## src/rtl/serial_paralelo_param_pkg.sv

```systemverilog
// Shared types and helpers for the parametrised serial-to-parallel receiver.
//   state_t      : lock state (SEARCH / ALIGN / ACTIVE)
//   COM_W8/IDL_W8: default comma and idle symbols for 8-bit symbols
//   cnt_width()  : bits needed to hold a counter value 0..max_val
package sp_pkg;

  typedef enum logic [1:0] {
    SEARCH = 2'd0,
    ALIGN  = 2'd1,
    ACTIVE = 2'd2
  } state_t;

  localparam logic [7:0] COM_W8 = 8'hBC;
  localparam logic [7:0] IDL_W8 = 8'h7C;

  // Width of a counter that must hold values 0..max_val (never below 1 bit).
  function automatic int unsigned cnt_width(input int unsigned max_val);
    return (max_val < 2) ? 1 : $clog2(max_val + 1);
  endfunction

endpackage

```

## src/rtl/serial_paralelo_param_if.sv

```systemverilog
// Serial-in / word-out bus of the receiver.
//   data_in     : serial bit, MSB first
//   data_out    : last aligned word received while locked
//   valid_out   : data_out is neither COM nor IDL
//   active      : lock achieved
//   word_strobe : one-cycle pulse per aligned word while locked
// master drives data_in (the line side); slave is the receiver.
interface serial_paralelo_param_if #(
  parameter int unsigned WIDTH = 8
) ();

  logic             data_in;
  logic [WIDTH-1:0] data_out;
  logic             valid_out;
  logic             active;
  logic             word_strobe;

  modport master (
    output data_in,
    input  data_out, valid_out, active, word_strobe
  );

  modport slave (
    input  data_in,
    output data_out, valid_out, active, word_strobe
  );

endinterface

```

## src/rtl/serial_paralelo_param_lock_fsm.sv

```systemverilog
// Lock state machine of the receiver.
//   clk, rst_n    : bit clock, async active-low reset
//   boundary      : this edge samples the last bit of an aligned word
//   is_com/is_idl : the word ending on this edge is COM / IDL
//   lock_hit      : this aligned COM is the LOCK_COUNT-th in a row
//   gap_at_limit  : one more non-COM/IDL word reaches the gap limit
//   state, active : registered lock state and lock flag
//   gap_timeout_c : combinational, lock is dropped on this edge
module sp_lock_fsm
  import sp_pkg::*;
#(
  parameter int unsigned LOCK_COUNT = 4
) (
  input  logic   clk,
  input  logic   rst_n,
  input  logic   boundary,
  input  logic   is_com,
  input  logic   is_idl,
  input  logic   lock_hit,
  input  logic   gap_at_limit,
  output state_t state,
  output logic   active,
  output logic   gap_timeout_c
);

  assign gap_timeout_c = (state == ACTIVE) && boundary && !is_com && !is_idl && gap_at_limit;

  // SEARCH slides over every edge; ALIGN/ACTIVE only look at word boundaries.
  always_ff @(posedge clk or negedge rst_n) begin
    if (!rst_n) begin
      state  <= SEARCH;
      active <= 1'b0;
    end else begin
      unique case (state)
        SEARCH: begin
          if (is_com) begin
            if (LOCK_COUNT == 1) begin
              state  <= ACTIVE;
              active <= 1'b1;
            end else begin
              state <= ALIGN;
            end
          end
        end
        ALIGN: begin
          if (boundary) begin
            if (!is_com) begin
              state <= SEARCH;
            end else if (lock_hit) begin
              state  <= ACTIVE;
              active <= 1'b1;
            end
          end
        end
        ACTIVE: begin
          if (gap_timeout_c) begin
            state  <= SEARCH;
            active <= 1'b0;
          end
        end
        default: begin
          state  <= SEARCH;
          active <= 1'b0;
        end
      endcase
    end
  end

endmodule

```

## src/rtl/serial_paralelo_param.sv

```systemverilog
// Parametrised serial-to-parallel receiver with COM alignment and lock.
//   clk_32f : serial bit clock, rising edge
//   reset   : asynchronous active-low reset
//   bus     : slave side of serial_paralelo_param_if
//             (data_in in; data_out, valid_out, active, word_strobe out)
// Shifts MSB first, locks after LOCK_COUNT aligned COMs, then emits one
// word per WIDTH clocks. GAP_LIMIT>0 drops lock after that many aligned
// words without COM/IDL.
module serial_paralelo_param
  import sp_pkg::*;
#(
  parameter int unsigned      WIDTH      = 8,
  parameter logic [WIDTH-1:0] COM        = WIDTH'(COM_W8),
  parameter logic [WIDTH-1:0] IDL        = WIDTH'(IDL_W8),
  parameter int unsigned      LOCK_COUNT = 4,
  parameter int unsigned      GAP_LIMIT  = 0
) (
  input  logic                   clk_32f,
  input  logic                   reset,
  serial_paralelo_param_if.slave bus
);

  localparam int unsigned BIT_W = cnt_width(WIDTH - 1);
  localparam int unsigned COM_W = cnt_width(LOCK_COUNT);
  localparam int unsigned GAP_W = cnt_width(GAP_LIMIT);

  logic [WIDTH-2:0] sr;
  logic [WIDTH-1:0] nxt_c;
  logic [BIT_W-1:0] bit_cnt;
  logic [COM_W-1:0] com_cnt;
  logic [GAP_W-1:0] gap_cnt;

  logic             is_com_c, is_idl_c, boundary_c, lock_hit_c, gap_at_limit_c;
  logic             gap_timeout_c;
  state_t           state;
  logic             lock_active;

  logic [WIDTH-1:0] data_out_q;
  logic             valid_q, strobe_q;

  // Word ending on this edge: decisions see the bit being sampled now.
  assign nxt_c          = {sr, bus.data_in};
  assign is_com_c       = (nxt_c == COM);
  assign is_idl_c       = (nxt_c == IDL);
  assign boundary_c     = (bit_cnt == BIT_W'(WIDTH - 1));
  assign lock_hit_c     = (com_cnt == COM_W'(LOCK_COUNT - 1));
  assign gap_at_limit_c = (GAP_LIMIT != 0) && (gap_cnt == GAP_W'(GAP_LIMIT - 1));

  sp_lock_fsm #(
    .LOCK_COUNT (LOCK_COUNT)
  ) u_lock_fsm (
    .clk           (clk_32f),
    .rst_n         (reset),
    .boundary      (boundary_c),
    .is_com        (is_com_c),
    .is_idl        (is_idl_c),
    .lock_hit      (lock_hit_c),
    .gap_at_limit  (gap_at_limit_c),
    .state         (state),
    .active        (lock_active),
    .gap_timeout_c (gap_timeout_c)
  );

  // Shift register and bit/COM/gap counters.
  always_ff @(posedge clk_32f or negedge reset) begin
    if (!reset) begin
      sr      <= '0;
      bit_cnt <= '0;
      com_cnt <= '0;
      gap_cnt <= '0;
    end else begin
      sr <= nxt_c[WIDTH-2:0];

      // A COM found while searching defines the new word phase.
      if ((state == SEARCH && is_com_c) || boundary_c) begin
        bit_cnt <= '0;
      end else begin
        bit_cnt <= bit_cnt + BIT_W'(1);
      end

      if (state == SEARCH) begin
        com_cnt <= is_com_c ? COM_W'(1) : '0;
      end else if (state == ALIGN && boundary_c) begin
        com_cnt <= is_com_c ? com_cnt + COM_W'(1) : '0;
      end

      if (state != ACTIVE) begin
        gap_cnt <= '0;
      end else if (boundary_c) begin
        if (is_com_c || is_idl_c || gap_timeout_c) begin
          gap_cnt <= '0;
        end else begin
          gap_cnt <= gap_cnt + GAP_W'(1);
        end
      end
    end
  end

  // Word outputs; a timeout boundary clears valid but keeps the old word.
  always_ff @(posedge clk_32f or negedge reset) begin
    if (!reset) begin
      data_out_q <= '0;
      valid_q    <= 1'b0;
      strobe_q   <= 1'b0;
    end else begin
      strobe_q <= 1'b0;
      if (state == ACTIVE && boundary_c) begin
        if (gap_timeout_c) begin
          valid_q <= 1'b0;
        end else begin
          data_out_q <= nxt_c;
          strobe_q   <= 1'b1;
          valid_q    <= !is_com_c && !is_idl_c;
        end
      end
    end
  end

  assign bus.data_out    = data_out_q;
  assign bus.valid_out   = valid_q;
  assign bus.active      = lock_active;
  assign bus.word_strobe = strobe_q;

endmodule

```

## src/flat_wrapper.sv

```systemverilog
// flat-port wrapper written by rule: the top's interface ports become plain ports
module serial_paralelo_param_flat import sp_pkg::*;
#(
  parameter int unsigned      WIDTH      = 8,
  parameter logic [WIDTH-1:0] COM        = WIDTH'(COM_W8),
  parameter logic [WIDTH-1:0] IDL        = WIDTH'(IDL_W8),
  parameter int unsigned      LOCK_COUNT = 4,
  parameter int unsigned      GAP_LIMIT  = 0
)
  (clk_32f, reset, bus_data_in, bus_data_out, bus_valid_out, bus_active, bus_word_strobe);
  serial_paralelo_param_if #(.WIDTH(WIDTH)) bus_i ();
  input  logic clk_32f;
  input  logic reset;
  input wire logic [$bits(bus_i.data_in)-1:0] bus_data_in;
  output wire logic [$bits(bus_i.data_out)-1:0] bus_data_out;
  output wire logic [$bits(bus_i.valid_out)-1:0] bus_valid_out;
  output wire logic [$bits(bus_i.active)-1:0] bus_active;
  output wire logic [$bits(bus_i.word_strobe)-1:0] bus_word_strobe;
  assign bus_i.data_in = bus_data_in;
  assign bus_data_out = bus_i.data_out;
  assign bus_valid_out = bus_i.valid_out;
  assign bus_active = bus_i.active;
  assign bus_word_strobe = bus_i.word_strobe;
  serial_paralelo_param #(.WIDTH(WIDTH), .COM(COM), .IDL(IDL), .LOCK_COUNT(LOCK_COUNT), .GAP_LIMIT(GAP_LIMIT)) u_core (.clk_32f(clk_32f), .reset(reset), .bus(bus_i));
endmodule
```

## config.mk

```make
export PLATFORM = sky130hd
export DESIGN_NAME = serial_paralelo_param_flat
export DESIGN_NICKNAME = d
export VERILOG_FILES = /design/src/rtl/serial_paralelo_param_pkg.sv /design/src/rtl/serial_paralelo_param_if.sv /design/src/rtl/serial_paralelo_param_lock_fsm.sv /design/src/rtl/serial_paralelo_param.sv /design/src/flat_wrapper.sv
export SDC_FILE = /design/constraint.sdc
export NUM_CORES = 1
export LEC_CHECK = 0
export BUFFER_PORTS_ARGS = -buffer_cell sky130_fd_sc_hd__buf_2
export CAP_MARGIN = 20
export CELL_PAD_IN_SITES_DETAIL_PLACEMENT = 0
export CELL_PAD_IN_SITES_GLOBAL_PLACEMENT = 1
export CORE_AREA = 2 2 54 56
export CTS_CLUSTER_DIAMETER = 80
export DETAILED_ROUTE_END_ITERATION = 7
export DIE_AREA = 0 0 56 58
export PLACE_DENSITY = 0.73
export SLEW_MARGIN = 10
export SYNTH_ARGS = -nofsm -noshare
export SYNTH_HDL_FRONTEND = slang
export SYNTH_SLANG_ARGS = --single-unit
```

## constraint.sdc

```tcl
create_clock -name clk_32f -period 1.8 [get_ports clk_32f]
set_input_delay 0 -clock clk_32f [delete_from_list [all_inputs] [get_ports clk_32f]]
set_output_delay 0 -clock clk_32f [all_outputs]
set_load 0.05 [all_outputs]
```

==> flow_summary.html, run 1 <==
<table>
<tr><th>Metric</th><th>Value</th></tr>
<tr><th colspan="2">Placement</th></tr>
<tr><td>Dpl cells</td><td>118</td></tr>
<tr><td>Count of input and output buffers</td><td>13</td></tr>
<tr><td>Detailed Place HPWL</td><td>1130 um</td></tr>
<tr><td>Final Wtd Congestion</td><td>0.682</td></tr>
<tr><th colspan="2">Clock tree</th></tr>
<tr><td>Cells resized by post-CTS repair</td><td>0</td></tr>
<tr><td>H-tree depth reported by CTS</td><td>1</td></tr>
<tr><td>Root Buffer Master</td><td>sky130_fd_sc_hd__clkbuf_4</td></tr>
<tr><td>CTS tree</td><td>yes</td></tr>
<tr><td>Clock slew at reported path FFs</td><td>0.14 ns</td></tr>
<tr><td>Clock network latency to the later pin of the worst-skew pair</td><td>0.32 ns</td></tr>
<tr><td>Num CTS Buffers</td><td>3</td></tr>
<tr><td>Number of clock sinks</td><td>26</td></tr>
<tr><td>CTS Buffer Depth</td><td>2</td></tr>
<tr><th colspan="2">Detailed routing</th></tr>
<tr><td>Wire per inst</td><td>12.9 um</td></tr>
<tr><td>Final routed DRC violation total</td><td>0</td></tr>
<tr><td>Routed metal-1 wire length</td><td>732 um</td></tr>
<tr><td>Max Used Layer</td><td>met3</td></tr>
<tr><td>Via count normalized by instance count</td><td>4.94</td></tr>
<tr><td>WL final</td><td>1590 um</td></tr>
<tr><td>Length of the first detailed-routing pass in iterations</td><td>2</td></tr>
<tr><td>Met3 Routed Length</td><td>87 um</td></tr>
<tr><td>Routed met2 length</td><td>775 um</td></tr>
<tr><td>1st-iter DRT viols</td><td>14</td></tr>
<tr><td>Total via count in the routed design</td><td>613</td></tr>
<tr><td>Antenna-violating nets left</td><td>0</td></tr>
<tr><th colspan="2">Critical path</th></tr>
<tr><td>Arrival time at the worst endpoint</td><td>1.90 ns</td></tr>
<tr><td>Maximum fanout encountered on the critical timing path</td><td>4</td></tr>
<tr><td>Number of cells on the worst reg-to-reg path</td><td>3</td></tr>
<tr><td>Reg2Reg Capture Point</td><td>u_core.com_cnt[2]$_DFFE_PN0P_</td></tr>
<tr><td>Worst r2r src</td><td>u_core.sr[5]$_DFF_PN0_</td></tr>
<tr><td>Worst reg2reg setup slack</td><td>0.15 ns</td></tr>
<tr><td>Required time at the worst-slack endpoint</td><td>2.05 ns</td></tr>
<tr><td>Critical path capture point type</td><td>flip-flop</td></tr>
<tr><td>Critical path startpoint category</td><td>flip-flop</td></tr>
<tr><td>WS Path Type</td><td>flip-flop to flip-flop</td></tr>
<tr><th colspan="2">Floorplanning</th></tr>
<tr><td>Core ar.</td><td>2660 um^2</td></tr>
<tr><td>Die X</td><td>56 um</td></tr>
<tr><td>Effective utilization at floorplan</td><td>38.0%</td></tr>
<tr><td>Number of placement rows</td><td>19</td></tr>
<tr><td>Boundary pin count</td><td>14</td></tr>
<tr><td>Y dimension of the die</td><td>58 um</td></tr>
<tr><td>Area enclosed by the die boundary</td><td>3250 um^2</td></tr>
<tr><th colspan="2">Global routing</th></tr>
<tr><td>Wire length of the first global-routing pass</td><td>2820 um</td></tr>
<tr><td>Vias in the first global route</td><td>611</td></tr>
<tr><td>Overall routing resource usage</td><td>11.2%</td></tr>
<tr><td>Initial antenna violation count</td><td>0</td></tr>
<tr><td>Overall overflow remaining after global route</td><td>0</td></tr>
<tr><td>Pin count of the biggest net entering global routing</td><td>27</td></tr>
<tr><th colspan="2">Logic synthesis</th></tr>
<tr><td>Synth Register Bits</td><td>26</td></tr>
<tr><td>Synthesis warning total</td><td>0</td></tr>
<tr><td>Ys async rst share</td><td>100%</td></tr>
<tr><td>Cell area after synthesis</td><td>1010 um^2</td></tr>
<tr><td>Syn Area/Cell</td><td>13.5 um^2</td></tr>
<tr><td>Post-synthesis cell count</td><td>75</td></tr>
<tr><td>Synth Net Count</td><td>82</td></tr>
<tr><td>Number of library cell types mapped by synthesis</td><td>25</td></tr>
<tr><td>Share of the yosys chip area belonging to registers</td><td>64.3%</td></tr>
<tr><td>Number of enable-type register cells in the synthesized netlist</td><td>0</td></tr>
<tr><td>Primary flip-flop cell chosen by synthesis mapping</td><td>sky130_fd_sc_hd__dfrtp_1</td></tr>
<tr><th colspan="2">STA</th></tr>
<tr><td>RSZ-0062 raised after global routing</td><td>no</td></tr>
<tr><td>Setup-failing EPs final</td><td>0</td></tr>
<tr><td>Transition time at the pin with the least slew margin</td><td>0.566 ns</td></tr>
<tr><td>Final critical-path required period</td><td>1.65 ns</td></tr>
<tr><td>Final-report max-slew violation count</td><td>0</td></tr>
<tr><td>Tightest slew margin relative to the limit</td><td>62.2%</td></tr>
<tr><td>Upper clock frequency limit</td><td>607 MHz</td></tr>
<tr><td>Final Cycle Share</td><td>91.5%</td></tr>
<tr><td>Worst hold slack</td><td>0.176 ns</td></tr>
<tr><td>Number of endpoints with negative hold slack in the final report</td><td>0</td></tr>
<tr><td>Worst clock skew</td><td>0.00385 ns</td></tr>
<tr><td>Setup TNS</td><td>0 ns</td></tr>
<tr><th colspan="2">Cells and area</th></tr>
<tr><td>Combined area of the multi-input logic cells</td><td>338 um^2</td></tr>
<tr><td>P&amp;R area growth vs syn</td><td>18.5%</td></tr>
<tr><td>Finished Layout Cells</td><td>124</td></tr>
<tr><td>Number of nets in the layout</td><td>101</td></tr>
<tr><td>Inserted Diodes</td><td>0</td></tr>
<tr><td>FF/Latch Area</td><td>651 um^2</td></tr>
<tr><td>Filler cell count</td><td>258</td></tr>
<tr><td>Most common cell after layout, fill and taps aside</td><td>sky130_fd_sc_hd__dfrtp_1</td></tr>
<tr><td>Core utilization of the finished layout</td><td>45.1%</td></tr>
<tr><td>Layout cells sized above 1</td><td>23.7%</td></tr>
<tr><td>Top library cells by usage in the layout, fill and taps aside</td><td>sky130_fd_sc_hd__dfrtp_1, sky130_fd_sc_hd__buf_2, sky130_fd_sc_hd__o21ai_1, sky130_fd_sc_hd__mux2_1, sky130_fd_sc_hd__nand2_1</td></tr>
<tr><th colspan="2">Status</th></tr>
<tr><td>Outcome</td><td>complete, no violations</td></tr>
<tr><th colspan="2">Power</th></tr>
<tr><td>Max rail drop VDD</td><td>0.798 mV</td></tr>
<tr><td>Static Leakage</td><td>0.592 nW</td></tr>
<tr><td>Cell area power density</td><td>953 nW/um^2</td></tr>
<tr><th colspan="2">Flow run</th></tr>
<tr><td>Count of max-cap constraint violations</td><td>0</td></tr>
<tr><th colspan="2">Worst hold path</th></tr>
<tr><td>Worst Hold Class</td><td>input pin to asynchronous set/reset pin</td></tr>
</table>
-- area by class of cell --
cell class / instances / share of cell area (%)
timing repair buffer: 16 / 8.76
multi-input combinational: 43 / 28.2
clock inverter: 1 / 2.50
clock buffer: 3 / 1.88
tap: 31 / 3.23
sequential: 26 / 54.2
inverter: 4 / 1.25
-- worst max-delay path, stage by stage, from the launching register on --
cell and delay (ns):
sky130_fd_sc_hd__dfrtp_1 0.45, sky130_fd_sc_hd__or4b_4 0.56, sky130_fd_sc_hd__or3_4 0.36, sky130_fd_sc_hd__o31ai_2 0.21
-- layer usage --
metal	up-vias	GRT usage, %
met5	-	0
met4	0	2.04
met3	0	4.91
met2	12	18.2
met1	306	14.1
li1	295	-
-- logic make-up after synthesis --
family,count (synthesis),share of synthesized area [%]
DFF,26,64.3
and+or+nand+nor,19,11.9
AOI/OAI and AO/OA,11,6.80
muxes,8,8.90
buffers and inverters,6,2.35
adders and majority gates,4,4.94
xor gates and xnor gates,1,0.865
-- per-stage QoR --
step,setup WS [ns],total power [mW],cell area (um^2)
after floorplan,0.210,0.717,1010
after global placement,0.189,0.746,1130
after detailed placement,0.170,0.755,1130
after CTS,0.140,1.16,1200
after global routing,0.0855,1.20,1200
final,0.154,1.14,1200
-- state kept, by name (all words and copies together) (netlist names) --
signal,flops
u_core.com_cnt,3
u_core.u_lock_fsm.state,2
u_core.sr,7
u_core.u_lock_fsm.active,1
u_core.bus.valid_out,1
u_core.bus.data_out,8
u_core.bit_cnt,3
u_core.bus.word_strobe,1
-- how the worst max path moves through the flow --
stage / startpoint / end / slack [ns] / depth (start not counted)
finish: u_core.sr[5]$_DFF_PN0_ / u_core.com_cnt[2]$_DFFE_PN0P_ / 0.15 / 3
detailed placement: u_core.sr[5]$_DFF_PN0_ / u_core.com_cnt[2]$_DFFE_PN0P_ / 0.17 / 3
floorplan: u_core.bit_cnt[0]$_DFF_PN0_ / u_core.bus.data_out[0]$_DFFE_PN0P_ / 0.21 / 5
global route: u_core.bit_cnt[0]$_DFF_PN0_ / u_core.u_lock_fsm.state[0]$_DFFE_PN0P_ / 0.09 / 5
CTS: u_core.sr[5]$_DFF_PN0_ / u_core.com_cnt[2]$_DFFE_PN0P_ / 0.14 / 3
global placement: u_core.sr[5]$_DFF_PN0_ / u_core.com_cnt[2]$_DFFE_PN0P_ / 0.19 / 3
-- synth_stat cells (all sizes together) (2+ instances only) --
cell type,instances,area (um^2)
dfrtp,26,651
ha,4,50.1
inv,4,15.0
mux2,8,90.1
nand2,5,18.8
nor3b,2,15.0
nor4,2,12.5
o21ai,8,40.0
-- what timing repair did --
item | in CTS | in global routing
hold endpoints to repair | 29 | 0
hold buffers | 2 | 0
buffers inserted | 0 | 0
-- report_power, final --
part	switching [mW]	internal, mW	total (mW)
sequential	0.0241	0.626	0.650
combinational	0.0451	0.0449	0.0900
clock	0.178	0.225	0.403
Note: power is estimated with default switching activity, not from simulation.
==> inputs of run 2 (changes only) <==
- GPL_TIMING_DRIVEN: unset -> 0
==> flow_summary.html, run 2 (synthesis results as in run 1) <==
<table>
<tr><th>Metric</th><th>Value</th></tr>
<tr><th colspan="2">Status</th></tr>
<tr><td>Outcome</td><td>complete, no violations</td></tr>
<tr><th colspan="2">STA</th></tr>
<tr><td>Final Cycle Share</td><td>93.8% (+2.3 points)</td></tr>
<tr><td>Worst clock skew</td><td>0.00201 ns (-0.00183 ns)</td></tr>
<tr><td>Setup TNS</td><td>0 ns (unchanged)</td></tr>
<tr><td>Setup-failing EPs final</td><td>0 (unchanged)</td></tr>
<tr><td>Number of endpoints with negative hold slack in the final report</td><td>0 (unchanged)</td></tr>
<tr><td>Worst hold slack</td><td>0.199 ns (+0.0227 ns)</td></tr>
<tr><td>Fin worst setup slack</td><td>0.112 ns (-0.0413 ns)</td></tr>
<tr><td>Upper clock frequency limit</td><td>593 MHz (-2.5%)</td></tr>
<tr><td>Final-report max-slew violation count</td><td>0 (unchanged)</td></tr>
<tr><td>Tightest slew margin relative to the limit</td><td>61.9% (-0.37 points)</td></tr>
<tr><td>Final critical-path required period</td><td>1.69 ns (+0.0413 ns)</td></tr>
<tr><td>RSZ-0062 raised after global routing</td><td>no</td></tr>
<tr><td>Transition time at the pin with the least slew margin</td><td>0.572 ns (+0.00549 ns)</td></tr>
<tr><th colspan="2">Detailed routing</th></tr>
<tr><td>Total via count in the routed design</td><td>620 (+1.1%)</td></tr>
<tr><td>Length of the first detailed-routing pass in iterations</td><td>4 (+2)</td></tr>
<tr><td>Wire per inst</td><td>13.0 um (+0.94%)</td></tr>
<tr><td>Antenna-violating nets left</td><td>0 (unchanged)</td></tr>
<tr><td>Final routed DRC violation total</td><td>0 (unchanged)</td></tr>
<tr><td>WL final</td><td>1610 um (+0.94%)</td></tr>
<tr><td>Via count normalized by instance count</td><td>5.00 (+1.1%)</td></tr>
<tr><td>1st-iter DRT viols</td><td>22 (+8)</td></tr>
<tr><th colspan="2">Critical path</th></tr>
<tr><td>Maximum fanout encountered on the critical timing path</td><td>10 (+6)</td></tr>
<tr><td>Arrival time at the worst endpoint</td><td>1.90 ns (about the same)</td></tr>
<tr><td>Critical path capture point type</td><td>flip-flop</td></tr>
<tr><td>Required time at the worst-slack endpoint</td><td>2.01 ns (-0.04 ns)</td></tr>
<tr><td>Critical path startpoint category</td><td>flip-flop</td></tr>
<tr><td>WS Path Type</td><td>flip-flop to flip-flop</td></tr>
<tr><th colspan="2">Clock tree</th></tr>
<tr><td>H-tree depth reported by CTS</td><td>1 (unchanged)</td></tr>
<tr><td>Num CTS Buffers</td><td>3 (unchanged)</td></tr>
<tr><td>Clock slew at reported path FFs</td><td>0.13 ns (about the same)</td></tr>
<tr><td>Number of post-CTS setup repair buffers</td><td>0 (unchanged)</td></tr>
<tr><td>CTS tree</td><td>yes</td></tr>
<tr><td>Clock network latency to the later pin of the worst-skew pair</td><td>0.31 ns (about the same)</td></tr>
<tr><td>CTS Buffer Depth</td><td>2 (unchanged)</td></tr>
<tr><td>Number of clock sinks</td><td>26 (unchanged)</td></tr>
<tr><td>Root Buffer Master</td><td>sky130_fd_sc_hd__clkbuf_4</td></tr>
<tr><th colspan="2">Power</th></tr>
<tr><td>Max rail drop VDD</td><td>0.547 mV (-31%)</td></tr>
<tr><td>Static Leakage</td><td>0.573 nW (-3.3%)</td></tr>
<tr><td>Power Total</td><td>978 uW (-15%)</td></tr>
<tr><td>Cell area power density</td><td>842 nW/um^2 (-12%)</td></tr>
<tr><th colspan="2">Cells and area</th></tr>
<tr><td>Layout cells sized above 1</td><td>22.6% (-1.1 points)</td></tr>
<tr><td>Most common cell after layout, fill and taps aside</td><td>sky130_fd_sc_hd__dfrtp_1</td></tr>
<tr><td>Max reg flops</td><td>8 (unchanged)</td></tr>
<tr><td>FF/Latch Area</td><td>651 um^2 (unchanged)</td></tr>
<tr><td>Filler cell count</td><td>265 (+2.7%)</td></tr>
<tr><td>P&amp;R area growth vs syn</td><td>14.7%</td></tr>
<tr><td>Top library cells by usage in the layout, fill and taps aside</td><td>sky130_fd_sc_hd__dfrtp_1, sky130_fd_sc_hd__buf_2, sky130_fd_sc_hd__o21ai_1, sky130_fd_sc_hd__mux2_1, sky130_fd_sc_hd__nand2_1</td></tr>
<tr><td>Number of nets in the layout</td><td>102 (+0.99%)</td></tr>
<tr><td>Core utilization of the finished layout</td><td>43.6% (-1.5 points)</td></tr>
<tr><td>Combined area of the multi-input logic cells</td><td>338 um^2 (unchanged)</td></tr>
<tr><td>Inserted Diodes</td><td>0 (unchanged)</td></tr>
<tr><th colspan="2">Floorplanning</th></tr>
<tr><td>Y dimension of the die</td><td>58 um (unchanged)</td></tr>
<tr><td>Effective utilization at floorplan</td><td>38.0% (unchanged)</td></tr>
<tr><td>Area enclosed by the die boundary</td><td>3250 um^2 (unchanged)</td></tr>
<tr><td>Boundary pin count</td><td>14 (unchanged)</td></tr>
<tr><td>Core ar.</td><td>2660 um^2 (unchanged)</td></tr>
<tr><td>Number of placement rows</td><td>19 (unchanged)</td></tr>
<tr><td>Die X</td><td>56 um (unchanged)</td></tr>
<tr><th colspan="2">Worst hold path</th></tr>
<tr><td>Worst Hold Class</td><td>input pin to asynchronous set/reset pin</td></tr>
<tr><th colspan="2">Global routing</th></tr>
<tr><td>Overall overflow remaining after global route</td><td>0 (unchanged)</td></tr>
<tr><td>Vias in the first global route</td><td>610 (-0.16%)</td></tr>
<tr><td>Overall routing resource usage</td><td>11.3% (+0.096 points)</td></tr>
<tr><td>Initial antenna violation count</td><td>0 (unchanged)</td></tr>
<tr><td>Wire length of the first global-routing pass</td><td>2840 um (+0.46%)</td></tr>
<tr><td>Pin count of the biggest net entering global routing</td><td>27 (unchanged)</td></tr>
<tr><th colspan="2">Placement</th></tr>
<tr><td>Placement-stage worst setup slack</td><td>0.0516 ns (-0.119 ns)</td></tr>
<tr><td>Count of input and output buffers</td><td>13 (unchanged)</td></tr>
<tr><td>Detailed Place HPWL</td><td>1130 um (+0.78%)</td></tr>
<tr><td>Final Wtd Congestion</td><td>0.685 (+0.41%)</td></tr>
<tr><th colspan="2">Flow run</th></tr>
<tr><td>Count of max-cap constraint violations</td><td>0 (unchanged)</td></tr>
</table>
run 2: cell types whose count changed in the layout (fill, tap and decap cells not counted):
cell / previous run / this run
sky130_fd_sc_hd__buf_12: 1 / 0
sky130_fd_sc_hd__buf_4: 0 / 1
sky130_fd_sc_hd__bufinv_16: 1 / 0
sky130_fd_sc_hd__clkbuf_1: 0 / 1
run 2: area by class of cell:
cell class / instances / share of cell area, %
Tap cell: 31 / 3.34
Buffer: 2 / 0.970
Multi-Input combinational cell: 43 / 29.1
Clock buffer: 3 / 1.94
Sequential cell: 26 / 56.0
Inverter: 4 / 1.29
Timing Repair Buffer: 15 / 7.33
run 2: metrics by stage:
step | cells | cell area, um^2
finish | 124 | 1160
global route | 124 | 1160
CTS | 124 | 1160
detailed placement | 119 | 1120
global placement | 119 | 1120
floorplan | 75 | 1010
run 2: where the power goes:
part	switching (mW)	internal [mW]
combinational	0.0456	0.0462
sequential	0.0229	0.626
clock	0.159	0.0782
run 2: final timing paths:
kind                                              from                                  to  slack [ns]  depth (start not counted)
max reg2reg                u_core.bit_cnt[0]$_DFF_PN0_  u_core.bus.data_out[6]$_DFFE_PN0P_        0.11                          5
min reg2reg                     u_core.sr[2]$_DFF_PN0_              u_core.sr[3]$_DFF_PN0_        0.43                          0
max                        u_core.bit_cnt[0]$_DFF_PN0_  u_core.bus.data_out[6]$_DFFE_PN0P_        0.11                          5
min                                              reset       u_core.com_cnt[1]$_DFFE_PN0P_        0.20                          2
max in group asynchronous                        reset              u_core.sr[0]$_DFF_PN0_        1.23                          2
min in group clk_32f                       bus_data_in              u_core.sr[0]$_DFF_PN0_        0.37                          2
run 2: critical path, stage by stage (launching register included):
cell	delay, ns
sky130_fd_sc_hd__dfrtp_1	0.40
sky130_fd_sc_hd__ha_1	0.20
sky130_fd_sc_hd__ha_1	0.29
sky130_fd_sc_hd__nand3b_1	0.16
sky130_fd_sc_hd__buf_4	0.21
sky130_fd_sc_hd__mux2_1	0.33
run 2: layer usage:
layer	GRT usage [%]	vias up	wire length [um]
met3	2.90	2	71
met5	0	-	0
met4	5.10	0	10
met1	14.9	307	788
li1	-	300	-
met2	17.6	11	739
run 2: what timing repair did:
action                                  4_1_cts  5_1_grt
hold buffers                                  2        0
endpoints found under the setup margin        0        7
gates resized for setup                       0        2
endpoints found under the hold margin        29        0
